$ cat src/rtl/if_id_queue.sv
// Fetch-to-decode instruction buffer: a DEPTH-entry circular FIFO of (pc, inst)
// pairs that presents a zero bubble to decode whenever it is empty.
module if_id_queue #(
  parameter int DEPTH  = 4,
  parameter int ADDR_W = 32,
  parameter int INST_W = 32
) (
  input  logic                     clk,
  input  logic                     rst,
  input  logic                     if_valid,
  input  logic [ADDR_W-1:0]        if_pc,
  input  logic [INST_W-1:0]        if_inst,
  output logic                     if_ready,
  output logic                     id_valid,
  output logic [ADDR_W-1:0]        id_pc,
  output logic [INST_W-1:0]        id_inst,
  input  logic                     id_stall,
  input  logic                     flush,
  output logic [$clog2(DEPTH):0]   count
);

  localparam int PTR_W = $clog2(DEPTH);
  localparam logic [PTR_W:0] FULL = (PTR_W + 1)'(DEPTH);

  logic [ADDR_W-1:0] pc_mem   [DEPTH];
  logic [INST_W-1:0] inst_mem [DEPTH];
  logic [PTR_W-1:0]  wr_ptr;
  logic [PTR_W-1:0]  rd_ptr;
  logic              push;
  logic              pop;

  // Handshakes come from registered occupancy only, so if_ready never sees id_stall.
  assign if_ready = (count != FULL);
  assign id_valid = (count != '0);
  assign push     = if_valid & if_ready;
  assign pop      = id_valid & ~id_stall;

  assign id_pc    = id_valid ? pc_mem[rd_ptr]   : '0;
  assign id_inst  = id_valid ? inst_mem[rd_ptr] : '0;

  // NOTE: sequential state uses non-blocking assignments so every register
  // samples pre-edge values, independent of statement order.
  always_ff @(posedge clk or negedge rst) begin
    if (!rst) begin
      wr_ptr <= '0;
      rd_ptr <= '0;
      count  <= '0;
    end else if (flush) begin
      wr_ptr <= '0;
      rd_ptr <= '0;
      count  <= '0;
    end else begin
      if (push) wr_ptr <= wr_ptr + 1'b1;
      if (pop)  rd_ptr <= rd_ptr + 1'b1;
      case ({push, pop})
        2'b10:   count <= count + 1'b1;
        2'b01:   count <= count - 1'b1;
        default: count <= count;
      endcase
    end
  end

  // NOTE: storage is deliberately left out of reset; occupancy gates every read,
  // so stale contents are never visible and the arrays can map to plain flops/RAM.
  always_ff @(posedge clk) begin
    if (push && !flush) begin
      pc_mem[wr_ptr]   <= if_pc;
      inst_mem[wr_ptr] <= if_inst;
    end
  end

endmodule
$ cat config.mk
export PLATFORM = sky130hd
export DESIGN_NAME = if_id_queue
export DESIGN_NICKNAME = d
export VERILOG_FILES = /design/src/rtl/if_id_queue.sv
export SDC_FILE = /design/constraint.sdc
export NUM_CORES = 1
export LEC_CHECK = 0
export ABC_AREA = 1
export CORE_MARGIN = 2
export CORE_UTILIZATION = 55
export CTS_CLUSTER_SIZE = 12
export DETAILED_ROUTE_END_ITERATION = 8
export PLACE_DENSITY = 0.89
export SLEW_MARGIN = 20
export SYNTH_ARGS = -nofsm -noshare
export SYNTH_HDL_FRONTEND = slang
export SYNTH_SLANG_ARGS = --single-unit
$ cat constraint.sdc
create_clock -name clk -period 5.4 [get_ports clk]
set_input_delay 1.35 -clock clk [delete_from_list [all_inputs] [get_ports clk]]
set_output_delay 1.35 -clock clk [all_outputs]
set_load 0.1 [all_outputs]
# [Word level (Yosys, flattened, before mapping)]
# Memory sizes are Yosys's and may differ from the RTL's.
# Index checks and enable logic that the tools add are counted.
[totals] ff_bits=7 mem_bits_rw=256 output_inout_bits=69 memories=2
[op_classes] n_addsub=4 n_eq_ne=3 n_mux=10 bitwise_logic=3 n_reduce_logical=6
[memory_table] name="inst_mem" depth=4 word_bits=32 rd=1 rd_clocked_by_memory_dff=0 write_ports=1 line_no="26" rtl="logic [INST_W-1:0] inst_mem [DEPTH];"
[memory_table] name="pc_mem" depth=4 word_bits=32 rd=1 rd_clocked_by_memory_dff=0 write_ports=1 line_no="25" rtl="logic [ADDR_W-1:0] pc_mem [DEPTH];"
[ops] operator="32-bit 2-to-1 mux" count=2
[ops] operator="2-bit 2-to-1 mux" count=4
[ops] operator="3-bit case mux with 2 select lines" count=1
[ops] operator="3-bit nonzero test" count=2
[ops] operator="2-bit by 1-bit adder with 2-bit output (second input constant)" count=2
[ops] operator="2-bit nonzero test" count=2
[ops] operator="3-bit by 1-bit adder with 3-bit output (second input constant)" count=1
[ops] operator="3-bit 2-to-1 mux" count=1
[ops] operator="3-bit inequality test (second input constant)" count=1
[ops] operator="3-bit by 1-bit subtractor with 3-bit output (second input constant)" count=1
[ops] operator="1-bit bitwise AND" count=2
[ops] operator="2-bit by 1-bit equality test with 1-bit output (second input constant)" count=1
[ops] operator="2-bit equality test (second input constant)" count=1
[ops] operator="1-bit 2-to-1 mux" count=2
[ops] operator="1-bit logical AND" count=1
[ops] operator="1-bit logical NOT" count=1
[ops] operator="1-bit inverter" count=1

# [Depth between registers and ports, before layout]
[logic_depth] word_depth=5 depth_mapped=13 depth_no_buf=12

# [Worst setup path before layout]
# OpenSTA, ideal clock, no wires.
[synth_path] path_type="reg-to-output" startpoint="register count[2]" endpoint="output port id_inst[0]" arrival_ns=3.816 required_ns=4.050 path_slack_ns=0.234 path_stages_with_launch=7 n_path_buf=2 path_cell_list="dfrtp_1 clkbuf_2 inv_1 nand2_1 inv_2 buf_2 a21oi_1"
[synth_between] elab_chain_len=2
[synth_lines] element="start: declaration" line_no="19" rtl="output logic [$clog2(DEPTH):0] count"
[synth_lines] element="start signal: assignment" line_no="56" rtl="2'b10: count <= count + 1'b1;"
[synth_lines] element="start signal: assignment" line_no="57" rtl="2'b01: count <= count - 1'b1;"
[synth_lines] element="start signal: assignment" line_no="58" rtl="default: count <= count;"
[synth_lines] element="3-bit nonzero test" line_no="34" rtl="assign id_valid = (count != '0);"
[synth_lines] element="net id_valid" line_no="14" rtl="output logic id_valid,"
[synth_lines] element="32-bit 2-to-1 mux" line_no="39" rtl="assign id_inst = id_valid ? inst_mem[rd_ptr] : '0;"
[synth_lines] element="end: declaration" line_no="16" rtl="output logic [INST_W-1:0] id_inst,"
# The timed path passes the listed nets, and every way through them passes these cells.

# [Final worst setup path]
[layout_path] startpoint="register rd_ptr[1]" endpoint="output port id_pc[8]"
[layout_between] elab_chain_len=2
[layout_lines] element="start: declaration" line_no="28" rtl="logic [PTR_W-1:0] rd_ptr;"
[layout_lines] element="start signal: assignment" line_no="54" rtl="if (pop) rd_ptr <= rd_ptr + 1'b1;"
[layout_lines] element="memory 4 x 32 bit"
[layout_lines] element="32-bit 2-to-1 mux" line_no="38" rtl="assign id_pc = id_valid ? pc_mem[rd_ptr] : '0;"
[layout_lines] element="end: declaration" line_no="15" rtl="output logic [ADDR_W-1:0] id_pc,"
# No other way between the ends.

==> insert_results.sql <==
INSERT INTO impl_metrics (metric_group, metric, value, unit) VALUES
('yosys', 'netlist.top_cell.by_area', 'edfxtp_1', ''),
('placed_design', 'placement.io_buffers', '137', ''),
('cts', 'cts_setup_buffers', '0', ''),
('die', 'coreArea', '18580', 'µm²'),
('worst_setup_path', 'r2r_start', 'count[0]$_DFFE_PN0P_', ''),
('placed_design', 'gp_congestion', '0.7914', ''),
('global_route', 'globalRoute.totalOverflow', '0', ''),
('yosys', 'syn_area_per_cell', '12.62', 'µm²'),
('yosys', 'synthArstFlopShare', '0.02662', ''),
('cells_and_area', 'post_route_cell_area', '12520', 'µm²'),
('die', 'die-area', '19980', 'µm²'),
('routing', 'first_iter_violations', '492', ''),
('yosys', 'sequential_to_total_area_share_from_yosys_stat', '0.7578', ''),
('sta', 'min_period_over_period', '0.9312', ''),
('cells_and_area', 'layout.nets', '1021', ''),
('cts', 'cts.htree.levels', '1', ''),
('cts', 'clock-sinks', '263', ''),
('yosys', 'yosys.cell_types.count', '22', ''),
('global_route', 'grt_antenna_before_repair', '0', ''),
('sta', 'finalHoldViolCount', '0', ''),
('yosys', 'postSynthCellCount', '822', ''),
('worst_setup_path', 'worstPathArrival', '3680', 'ps'),
('worst_setup_path', 'reg2reg_setup_slack', '2900', 'ps'),
('routing', 'met3WireLength', '1315', 'µm'),
('sta', 'finalSetupTns', '0', 'ps'),
('hold_path', 'min-delay-start', 'count[1]$_DFFE_PN0P_', ''),
('cts', 'clkLatencyLatePin', '510', 'ps'),
('routing', 'detail_route.wl_per_cell', '17.81', 'µm'),
('cells_and_area', 'drive_above_1_share', '0.1010', ''),
('die', 'std_cell_rows', '50', ''),
('cts', 'cts_inserted_buffers', '27', ''),
('global_route', 'grt_pass1_wl', '32970', 'µm'),
('routing', 'drt_pre_antenna_iters', '5', ''),
('yosys', 'post-synth-top-count-cell', 'nor2_1', ''),
('routing', 'post_drt_via_cell_ratio', '5.564', ''),
('die', 'die-width', '141.3', 'µm'),
('worst_setup_path', 'critical_path.max_fanout', '37', ''),
('sta', 'slew_headroom', '0.3451', ''),
('cells_and_area', 'syn2layout_area_growth', '20.69', '%'),
('status', 'run_status', 'finished, final reports clean', ''),
('die', 'num_io_pins', '138', ''),
('worst_setup_path', 'worstReg2RegEnd', 'inst_mem[2][3]$_DFFE_PP_', ''),
('die', 'die_height', '141.3', 'µm'),
('routing', 'remaining_number_of_nets_flagged_by_the_antenna_check_after_routing', '0', ''),
('sta', 'grt_setup_unrepaired', 'no', ''),
('worst_setup_path', 'r2r_cells', '5', ''),
('sta', 'clock.fmax', '0.1989', 'GHz'),
('yosys', 'ys_seq_elements', '263', ''),
('cells_and_area', 'finalCoreUtilization', '0.6739', ''),
('hold_path', 'worst_hold_path.num_cells', '2', ''),
('die', 'start_util', '0.5584', ''),
('yosys', 'synthFlopType', 'edfxtp_1', ''),
('yosys', 'netlist_top_cells_area', 'edfxtp_1 (74%), nor2_1 (9.5%), o21ai_0 (6.1%), a21oi_1 (3.2%), dfrtp_1 (1.7%)', ''),
('cts', 'clock_tree_from_tritoncts', 'done', ''),
('sta', 'layout_min_cycle_time', '5029', 'ps'),
('worst_setup_path', 'critical_path_class', 'reg -> out', ''),
('global_route', 'grt_util_all_layers', '0.2099', ''),
('yosys', 'synth-warning-count', '0', ''),
('global_route', 'first_global_vias', '6463', ''),
('global_route', 'grt_start_max_net_pins', '74', ''),
('yosys', 'synth.cell_area', '10370', 'µm²'),
('worst_setup_path', 'critPathCaptureType', 'output port', ''),
('cells_and_area', 'antenna-diode-count', '0', ''),
('cts', 'clk_pin_slew_worst_paths', '60', 'ps'),
('yosys', 'synthesis.nets', '896', ''),
('routing', 'routed.top_layer', 'met4', ''),
('cts', 'cts.path.max_buffers', '3', ''),
('sta', 'finalSetupViolations', '0', ''),
('yosys', 'synthTopCellsByCount', 'nor2_1 (263), edfxtp_1 (256), o21ai_0 (127), a21oi_1 (67)', ''),
('routing', 'routed_wire_length_on_met2', '10940', 'µm'),
('routing', 'post-route-drc-count', '0', '');
[cell usage in the layout (no fill, tap or decap), drive strengths merged]
cell type	Yosys	final
edfxtp	256	256
nand4	3	3
clkdlybuf4s50	0	91
clkbuf	13	38
nand3	6	6
xnor2	1	1
ha	4	4
xor2	1	1
buf	37	55
nor2	263	263
dfrtp	7	7
fa	1	1
nand2	16	16
clkinv	0	4
inv	16	16
a21oi	67	67
o21ai	131	131
[flip-flops by register name, summed over array words and instances (netlist names)]
name	cells
inst_mem	128
rd_ptr	2
count	3
wr_ptr	2
pc_mem	128
[stage by stage]
step | worst slack, ps | instances | hold WS, ps
2_1_floorplan | 234.0 | 822 | 579.4
3_3_place_gp | 787.5 | 1152 | 604.0
3_5_place_dp | 659.3 | 1152 | 620.9
4_1_cts | 71.57 | 1194 | 633.3
5_1_grt | 126.1 | 1194 | 694.5
6_report | 371.3 | 1194 | 625.8
[critical path, stage by stage, from the launching register on]
cell,delay [ps]
dfrtp_2,870
inv_2,530
nor2_1,240
o21ai_0,130
a21oi_1,210
clkdlybuf4s50_1,1170
[layout make-up]
type                    count  area (µm²)
flip-flops and latches    263        7868
fillers                  1255        6058
multi-input cells         493        2207
repair buffers            146        1324
clock buffers              38       747.0
well taps                 234       292.8
inverters                  16       62.56
clock inverters             4       21.27
[cells by family (layout without fill, tap and decap cells)]
group / Yosys count / after routing / share of synthesized area
simple gates: 288 / 288 / 0.1059
flops: 263 / 263 / 0.7578
compound gates: 198 / 198 / 0.09551
buf+inv: 66 / 204 / 0.03232
fa+ha+maj: 5 / 5 / 0.006754
xor+xnor: 2 / 2 / 0.001689
[layer usage]
metal  track usage  vias to the layer above
met5             0                        -
met1        0.2648                     3222
met4       0.06684                        0
met2        0.3748                      241
met3       0.03375                       32
li1              -                     3149
[how the worst max path moves through the flow]
stage | start | endpoint | slack, ps | cells after the start
4_1_cts | rd_ptr[0]$_DFFE_PN0P_ | id_pc[8] | 70 | 4
2_1_floorplan | count[2]$_DFFE_PN0P_ | id_inst[0] | 230 | 6
5_1_grt | rd_ptr[1]$_DFFE_PN0P_ | id_pc[3] | 130 | 5
3_3_place_gp | rd_ptr[0]$_DFFE_PN0P_ | id_pc[3] | 790 | 4
3_5_place_dp | rd_ptr[0]$_DFFE_PN0P_ | id_pc[8] | 660 | 4
6_report | rd_ptr[1]$_DFFE_PN0P_ | id_pc[8] | 370 | 5
[timing repair]
action	in CTS	in global routing
gates resized for setup	0	1
endpoints found under the setup margin	0	18
hold buffers	0	0
Power is left out: the tool's default activity adds up to more than one toggle a clock period on the data nets, which glitch-free logic cannot reach.
